==> src/rtl/keypad_scanner.sv <==
// keypad_scanner
// Actively scans a 4x4 hex keypad: one column is driven low at a time, the
// active-low rows are synchronized and sampled at the end of each column's
// dwell, and a full four-column scan produces a single result (first pressed
// key in column-then-row order, or "none"). Results are debounced across
// DEBOUNCE_SCANS consecutive identical scans before a press or release is
// accepted.
//
// Ports:
//   clock     - board clock
//   reset     - asynchronous active-low reset
//   row[3:0]  - keypad rows, active-low, asynchronous to clock
//   col[3:0]  - keypad column drive, active-low, exactly one bit low
//   key[3:0]  - hex code of the last accepted key (held after release)
//   key_valid - one-cycle pulse when a new press is accepted
//   key_held  - high while the accepted key remains (debounced) pressed
module keypad_scanner #(
    parameter int SCAN_DIV       = 100000,
    parameter int DEBOUNCE_SCANS = 4
) (
    input  logic       clock,
    input  logic       reset,
    input  logic [3:0] row,
    output logic [3:0] col,
    output logic [3:0] key,
    output logic       key_valid,
    output logic       key_held
);

    localparam int DW = (SCAN_DIV > 1) ? $clog2(SCAN_DIV) : 1;
    localparam int CW = $clog2(DEBOUNCE_SCANS + 1);
    localparam logic [DW-1:0] DWELL_LAST = DW'(SCAN_DIV - 1);
    localparam logic [CW-1:0] DB_TARGET  = CW'(DEBOUNCE_SCANS);

    typedef enum logic [0:0] {
        ST_IDLE    = 1'b0,
        ST_PRESSED = 1'b1
    } state_t;

    // Physical keypad layout: column c, row r (top to bottom) -> hex code.
    function automatic logic [3:0] key_code(input logic [1:0] c, input logic [1:0] r);
        logic [3:0] code;
        case ({c, r})
            4'h0:    code = 4'h1;
            4'h1:    code = 4'h4;
            4'h2:    code = 4'h7;
            4'h3:    code = 4'h0;
            4'h4:    code = 4'h2;
            4'h5:    code = 4'h5;
            4'h6:    code = 4'h8;
            4'h7:    code = 4'hF;
            4'h8:    code = 4'h3;
            4'h9:    code = 4'h6;
            4'hA:    code = 4'h9;
            4'hB:    code = 4'hE;
            4'hC:    code = 4'hA;
            4'hD:    code = 4'hB;
            4'hE:    code = 4'hC;
            4'hF:    code = 4'hD;
            default: code = 4'h0;
        endcase
        return code;
    endfunction

    logic [3:0]    row_meta_r;
    logic [3:0]    row_sync_r;
    logic [DW-1:0] dwell_cnt_r;
    logic [1:0]    col_idx_r;
    logic [3:0]    col_r;
    logic          acc_hit_r;
    logic [3:0]    acc_code_r;

    logic          cand_hit_r;
    logic [3:0]    cand_code_r;
    logic [CW-1:0] cand_cnt_r;
    state_t        state_r;
    logic [3:0]    stable_code_r;
    logic [3:0]    key_r;
    logic          key_valid_r;
    logic          key_held_r;

    logic          col_hit_s;
    logic [1:0]    col_row_s;
    logic          scan_hit_s;
    logic [3:0]    scan_code_s;
    logic          sample_s;
    logic          scan_end_s;
    logic          match_s;
    logic [CW-1:0] next_cnt_s;
    logic          accept_s;
    logic          press_s;
    logic          release_s;

    assign sample_s   = (dwell_cnt_r == DWELL_LAST);
    assign scan_end_s = sample_s && (col_idx_r == 2'd3);

    // Priority encode the sampled rows of the current column, row0 first.
    always_comb begin
        col_hit_s = 1'b0;
        col_row_s = 2'd0;
        if (!row_sync_r[0]) begin
            col_hit_s = 1'b1;
            col_row_s = 2'd0;
        end else if (!row_sync_r[1]) begin
            col_hit_s = 1'b1;
            col_row_s = 2'd1;
        end else if (!row_sync_r[2]) begin
            col_hit_s = 1'b1;
            col_row_s = 2'd2;
        end else if (!row_sync_r[3]) begin
            col_hit_s = 1'b1;
            col_row_s = 2'd3;
        end else begin
            col_hit_s = 1'b0;
            col_row_s = 2'd0;
        end
    end

    // Merge this column into the running scan result; earlier columns win.
    always_comb begin
        scan_hit_s  = col_hit_s;
        scan_code_s = key_code(col_idx_r, col_row_s);
        if ((col_idx_r != 2'd0) && acc_hit_r) begin
            scan_hit_s  = 1'b1;
            scan_code_s = acc_code_r;
        end else begin
            scan_hit_s  = col_hit_s;
            scan_code_s = key_code(col_idx_r, col_row_s);
        end
    end

    // Debounce decision for the scan ending this cycle; the candidate always
    // becomes the new scan result, only the count depends on the match.
    always_comb begin
        match_s    = (scan_hit_s == cand_hit_r) &&
                     (!scan_hit_s || (scan_code_s == cand_code_r));
        next_cnt_s = CW'(1);
        if (match_s) begin
            if (cand_cnt_r == DB_TARGET) begin
                next_cnt_s = DB_TARGET;
            end else begin
                next_cnt_s = cand_cnt_r + CW'(1);
            end
        end else begin
            next_cnt_s = CW'(1);
        end
        accept_s  = (next_cnt_s == DB_TARGET);
        press_s   = accept_s && scan_hit_s &&
                    ((state_r == ST_IDLE) || (scan_code_s != stable_code_r));
        release_s = accept_s && !scan_hit_s && (state_r == ST_PRESSED);
    end

    // Row synchronizer, dwell counter, column rotation and scan accumulation.
    always_ff @(posedge clock or negedge reset) begin
        if (!reset) begin
            row_meta_r  <= 4'hF;
            row_sync_r  <= 4'hF;
            dwell_cnt_r <= '0;
            col_idx_r   <= 2'd0;
            col_r       <= 4'b1110;
            acc_hit_r   <= 1'b0;
            acc_code_r  <= 4'h0;
        end else begin
            row_meta_r <= row;
            row_sync_r <= row_meta_r;
            if (sample_s) begin
                dwell_cnt_r <= '0;
                col_idx_r   <= col_idx_r + 2'd1;
                col_r       <= {col_r[2:0], col_r[3]};
                acc_hit_r   <= scan_hit_s;
                acc_code_r  <= scan_code_s;
            end else begin
                dwell_cnt_r <= dwell_cnt_r + DW'(1);
            end
        end
    end

    // Debounce state and press/release FSM with registered outputs.
    always_ff @(posedge clock or negedge reset) begin
        if (!reset) begin
            cand_hit_r    <= 1'b0;
            cand_code_r   <= 4'h0;
            cand_cnt_r    <= '0;
            state_r       <= ST_IDLE;
            stable_code_r <= 4'h0;
            key_r         <= 4'h0;
            key_valid_r   <= 1'b0;
            key_held_r    <= 1'b0;
        end else begin
            key_valid_r <= 1'b0;
            if (scan_end_s) begin
                cand_hit_r  <= scan_hit_s;
                cand_code_r <= scan_code_s;
                cand_cnt_r  <= next_cnt_s;
                case (state_r)
                    ST_IDLE: begin
                        if (press_s) begin
                            state_r       <= ST_PRESSED;
                            stable_code_r <= scan_code_s;
                            key_r         <= scan_code_s;
                            key_valid_r   <= 1'b1;
                            key_held_r    <= 1'b1;
                        end else begin
                            state_r <= ST_IDLE;
                        end
                    end
                    ST_PRESSED: begin
                        if (press_s) begin
                            // Direct change to another key counts as a new press.
                            stable_code_r <= scan_code_s;
                            key_r         <= scan_code_s;
                            key_valid_r   <= 1'b1;
                        end else if (release_s) begin
                            state_r    <= ST_IDLE;
                            key_held_r <= 1'b0;
                        end else begin
                            state_r <= ST_PRESSED;
                        end
                    end
                    default: begin
                        state_r    <= ST_IDLE;
                        key_held_r <= 1'b0;
                    end
                endcase
            end else begin
                state_r <= state_r;
            end
        end
    end

    assign col       = col_r;
    assign key       = key_r;
    assign key_valid = key_valid_r;
    assign key_held  = key_held_r;

endmodule
==> config.mk <==
export PLATFORM = sky130hd
export DESIGN_NAME = keypad_scanner
export DESIGN_NICKNAME = d
export VERILOG_FILES = /design/src/rtl/keypad_scanner.sv
export SDC_FILE = /design/constraint.sdc
export NUM_CORES = 1
export LEC_CHECK = 0
export ABC_AREA = 1
export CORE_ASPECT_RATIO = 1.75
export CORE_MARGIN = 4
export CORE_UTILIZATION = 63
export CTS_BUF_LIST = sky130_fd_sc_hd__clkbuf_16
export CTS_CLUSTER_SIZE = 10
export DETAILED_ROUTE_END_ITERATION = 16
export GPL_TIMING_DRIVEN = 0
export PLACE_DENSITY_LB_ADDON = 0.3
export SLEW_MARGIN = 20
export SYNTH_ARGS = -nofsm -noshare
export SYNTH_HDL_FRONTEND = slang
export SYNTH_SLANG_ARGS = --single-unit
==> constraint.sdc <==
create_clock -name clock -period 3.6 [get_ports clock]
set_input_delay 0.72 -clock clock [delete_from_list [all_inputs] [get_ports clock]]
set_output_delay 0.72 -clock clock [all_outputs]
set_load 0.01 [all_outputs]
== After elaboration in Yosys (flattened, before gate mapping) ==
Memory sizes are Yosys's and may differ from the RTL's.
Cells that the tools add are included.
Word-level totals
  register bits after elaboration: 51
  memory bits (read-only): 64
  logic and storage cells: 65
  memories kept: 1
Memories
  (name not given): words 16, width 4, read ports 1, clocked after memory_dff 0, wr ports 0, line 43  | case ({c, r})
Operators by class
  add/subtract/negate cells: 3
  equality and inequality tests: 10
  mux-type cells: 23
  bitwise gates (word level): 1
  reduce and logical (&&, ||, !) cells: 13
Operators by type and width (count)
  17-bit by 1-bit adder with 17-bit output (second input constant): 1
  17-bit == test (second input constant): 1
  17-bit two-way mux: 1
  1-bit two-way mux: 12
  2-bit two-way mux: 4
  4-bit two-way mux: 2
  1-bit logical AND: 7
  3-bit == test (second input constant): 2
  3-bit two-way mux: 2
  4-bit == test: 1
  2-bit inequality test (second input constant): 2
  4-bit inequality test: 1
  1-bit one-hot mux with 2 select lines: 2
  4-bit AND reduction: 1
  3-bit by 1-bit adder with 3-bit output (second input constant): 1
  2-bit by 1-bit adder with 2-bit output (second input constant): 1
  2-bit == test (second input constant): 1
  1-bit logical OR: 2
  2-bit by 1-bit inequality test with 1-bit output (second input constant): 1
  2-bit AND reduction: 1
  2-bit nonzero test: 1
  1-bit == test: 1
  1-bit zero test: 1
  1-bit inverter: 1

== Depth between registers and ports, before layout ==
An unclocked memory read counts as a cell.
  depth after elaboration: 16
  gate-level depth with buffers: 19
  mapped depth without buffers: 19

== Least setup slack after synthesis ==
Ideal clock, no wire load.
  kind: reg2reg
  start: register row_sync_r[3]
  end: register key_r[1], in the netlist key[1]
  library setup time: 65 ps
  data arrival time: 2071 ps
  path slack: 1464 ps
  stages on the path, launching flop included: 19
  path buffers: 0
  cells stage by stage: dfstp_2 -> nand2_1 -> nand2_1 -> inv_1 -> ha_1 -> nand2_1 -> nand2_2 -> a21oi_2 -> nand2_2 -> nand2_1 -> nand2_1 -> nand2_1 -> nor2_2 -> nand3_2 -> nand2_4 -> nand3_4 -> nor2_8 -> nand3_1 -> nand2_1
Between the ends
  word-level cells in the longest chain between the ends: 14
RTL lines
  start: declaration: line 66  | logic [3:0] row_sync_r;
  start signal: assignment: line 165  | row_sync_r <= row_meta_r;
  2-bit two-way mux: line 110  | end else if (!row_sync_r[3]) begin
  2-bit two-way mux: line 107  | end else if (!row_sync_r[2]) begin
  2-bit two-way mux: line 104  | end else if (!row_sync_r[1]) begin
  2-bit two-way mux: line 101  | if (!row_sync_r[0]) begin
  memory read 16 x 4 bit
  4-bit two-way mux: line 123  | if ((col_idx_r != 2'd0) && acc_hit_r) begin
  4-bit == test: line 136  | (!scan_hit_s || (scan_code_s == cand_code_r));
  1-bit logical OR: line 136
  1-bit logical AND: line 135  | match_s = (scan_hit_s == cand_hit_r) &&
  3-bit two-way mux: line 138  | if (match_s) begin
  3-bit == test: line 147  | accept_s = (next_cnt_s == DB_TARGET);
  1-bit logical AND (2 in a row): line 148  | press_s = accept_s && scan_hit_s &&
  2-bit AND reduction (no line)
  end signal: assignment: line 200  | key_r <= scan_code_s;
  end signal: assignment: line 211  | key_r <= scan_code_s;
  end: declaration: line 78  | logic [3:0] key_r;
Parallel ways exist; a longest one is shown, timed or not. The select of a mux whose other input is x is not followed.
A chain may end at the register's enable or synchronous reset.

== Final worst setup path ==
Same ends and word-level chain as after synthesis.

==> run_results.csv <==
group,metric,value,unit
synth,syn_inst,309,
worst_setup_path,path_buf_inv,1,
drt,vias_per_cell,5.30,
cells_and_area,utilization,0.763,
synth,synth_flop_cell,"dfrtp_1",
cells_and_area,fin_nets,345,
worst_hold_path,holdCritStartpoint,"row_meta_r[3]",
clocking,post_cts_buffers,0,
worst_hold_path,min_path_type,"reg2reg",
worst_setup_path,timing.rr.end,"key[1]",
drt,first_pass_iters,4,
sta,hold_viol_final,0,
worst_setup_path,startpoint_type,"register",
global_route,antenna_found_initial,0,
synth,synth_seq_cells,51,
clocking,path_clk_slew,0.07,ns
placed_design,hpwl,3810,µm
die,die_w,56.6,µm
power,finalPower,1.16,mW
worst_setup_path,r2r_slack,1.10,ns
sta,fin_skew,0.00496,ns
die,ioPinCount,16,
worst_setup_path,critPathSlowestCell,"dfstp_2",
global_route,grt_pass1_wl,9030,µm
placed_design,globalplace.congestion,0.847,
sta,slew_viol_final,0,
clocking,cts_tree,"built",
worst_hold_path,worstHoldEndpoint,"row_sync_r[3]",
worst_setup_path,critPathMaxFanout,8,
sta,period_share,0.693,
synth,synth_edf_count,0,
die,die_h,93.1,µm
synth,synth_area,2610,µm²
die,coreArea,3940,µm²
drt,dr.first_iter.drc_count,70,
drt,post_drt_wl_per_cell,13.1,µm
global_route,grt_max_degree,28,
synth,yosys_warnings,0,
global_route,track_usage,0.220,
drt,final_antenna_net_count,0,
clocking,clk_path_buf_depth,2,
sta,final-setup-viol-count,0,
clocking,cts_hold_buf,0,
synth,synth_fp_nets,322,
power,p_leak,1.41,nW
clocking,cts_buffers,5,
worst_setup_path,end_kind,"register",
sta,worst_pin_slew,0.604,ns
worst_setup_path,critical-path-max-stage-delay,0.53,ns
sta,fmax,401,MHz
sta,rsz0062_at_grt,"no",
synth,syn_area_per_cell,8.44,µm²
synth,yosysSeqAreaShare,0.495,
clocking,cts-root-buf,"clkbuf_16",
worst_setup_path,required,3.83,ns
drt,num_vias,2019,
worst_setup_path,path_cells,"nand2_1, nand2_1, inv_1, ha_1, nand2_1, nand2_2, a21oi_2, nand2_2, nand2_1, nand2_1, nand2_1, nor2_2, nand3_2, nand2_4, nand3_4, nor2_8, nand3_1, nand2_1",
worst_setup_path,crit_top_cell,"nand2_1",
die,start_util,0.662,
drt,drc,0,
die,die_area,5270,µm²
synth,synthArstFlopShare,1.00,
global_route,grt_pass1_vias,2128,
cells_and_area,syn2layout_area_growth,15.4,%
worst_hold_path,min_path_cells,0,
sta,setup-tns-final,0,ns
worst_setup_path,r2r_start,"row_sync_r[3]",
flow_run,max_cap_violations,0,
cells_and_area,drive_gt1_frac,0.171,
sta,maxSlewHeadroom,0.597,
worst_setup_path,worstSetupStartpoint,"row_sync_r[3]",
worst_setup_path,reg2regPathDepth,18,
drt,routed_wl,4990,µm
global_route,overflow,0,
placed_design,io_buffers,15,
synth,synthDistinctLibCells,30,
clocking,ctsResizeCount,0,
outcome,status,"completed",
die,rows,30,
worst_setup_path,cp.arrival,2.72,ns
sta,post-route-min-period,2.50,ns
clocking,worstSkewPairLatency,0.29,ns
clocking,cts.htree.levels,2,
clocking,clock-sinks,51,
worst_setup_path,critPathKind,"reg2reg",
power,ir_drop,493,µV
power,powerDensity,386,nW/µm²
cells_and_area,antennaDiodeCount,0,
worst_setup_path,crit_family,"simple AND/OR/NAND/NOR gates",
cells_and_area,fillers,285,
-- state kept, by name, indices dropped and copies added, names as in the netlist, 2 cells and up, named ones only --
register     flops
col              4
col_idx_r        2
cand_code_r      4
row_sync_r       4
key              4
row_meta_r       4
dwell_cnt_r     17
acc_code_r       4
cand_cnt_r       3
-- worst max-delay path by stage --
stage	to	slack [ns]	depth (start not counted)
2_1_floorplan	key[1]	1.46	18
3_3_place_gp	dwell_cnt_r[2]	0.41	1
3_5_place_dp	key[1]	1.17	18
4_1_cts	key[1]	1.08	18
5_1_grt	key[1]	0.89	18
6_report	key[1]	1.10	18
-- cell usage in the layout (no fill, tap or decap), types with 2 or more instances in the layout --
cell,Yosys,layout
a21oi_1,11,11
clkbuf_1,2,2
clkbuf_16,0,5
clkdlybuf4s50_1,0,14
dfrtp_1,40,40
dfstp_2,11,11
ha_1,7,7
inv_1,41,41
inv_2,10,10
nand2_1,75,75
nand2_2,8,8
nand3_1,15,15
nand3_2,5,5
nand4_1,6,6
nor2_1,25,25
nor2_2,5,5
nor2_4,3,3
nor3_1,3,3
nor3b_1,2,2
nor4_1,4,4
o21ai_0,16,16
o21ai_1,4,4
xnor2_1,3,3
xor2_1,5,5
-- area by class of cell --
class                           count  area [µm²]  share of cell area
Buffer                              2        7.51             0.00250
Clock buffer                        5         125              0.0416
Clock inverter                      3        42.5              0.0141
Inverter                           51         191              0.0636
Multi-Input combinational cell    205        1120               0.372
Sequential cell                    51        1290               0.429
Tap cell                           48        60.1              0.0200
Timing Repair Buffer               16         173              0.0574
-- cells by family (layout without fill, tap and decap cells) --
family / Yosys count / count (layout) / share of synthesized area
AOI/OAI and AO/OA: 33 / 33 / 0.0657
xor gates and xnor gates: 8 / 8 / 0.0269
adders and majority gates: 7 / 7 / 0.0336
buffers and inverters: 53 / 77 / 0.0763
DFF: 51 / 51 / 0.495
and+or+nand+nor: 157 / 157 / 0.303
-- layer usage --
layer | vias up | global-route usage | routed length, µm
met5 | - | 0 | 0
li1 | 1019 | - | -
met1 | 934 | 0.214 | 1720
met3 | 21 | 0.0345 | 148
met4 | 0 | 0.137 | 236
met2 | 45 | 0.415 | 2890
-- worst register-to-register path: cells and delay by family (launching register included) --
family | cells | cell delay, ns
flops | 1 | 0.53
fa+ha+maj | 1 | 0.29
simple gates | 15 | 1.51
buf+inv | 1 | 0.07
compound gates | 1 | 0.05
-- power breakdown --
| group | internal (mW) | switching, mW |
|---|---|---|
| logic | 0.0158 | 0.0296 |
| registers | 0.581 | 0.00184 |
| clock network | 0.328 | 0.205 |
| total | 0.925 | 0.237 |
-- metrics by stage --
stage	setup slack, ns	hold WS [ns]	std cells	cell area, µm²
after floorplan	1.46	0.345	309	2610
after global placement	0.410	0.346	372	2820
after detailed placement	1.17	0.348	373	2840
after CTS	1.08	0.359	381	3010
after global routing	0.890	0.364	381	3010
final	1.10	0.356	381	3010
-- synthesized netlist by cell type (2+ instances only) --
cell       n  area share
nand3_2    5       0.019
nand4_1    6       0.014
nor4_1     4      0.0096
nor3_1     3      0.0058
a21oi_1   11       0.021
nand2_1   75        0.11
dfstp_2   11        0.11
nand2_2    8       0.019
ha_1       7       0.034
o21ai_0   16       0.031
nor2_1    25       0.036
clkbuf_1   2      0.0029
inv_1     41       0.059
nor2_4     3       0.013
xor2_1     5       0.017
o21ai_1    4      0.0077
nor3b_1    2      0.0058
nand3_1   15       0.029
inv_2     10       0.014
dfrtp_1   40        0.38
nor2_2     5       0.012
xnor2_1    3       0.010
No activity file was read; power rests on OpenSTA's default activity.
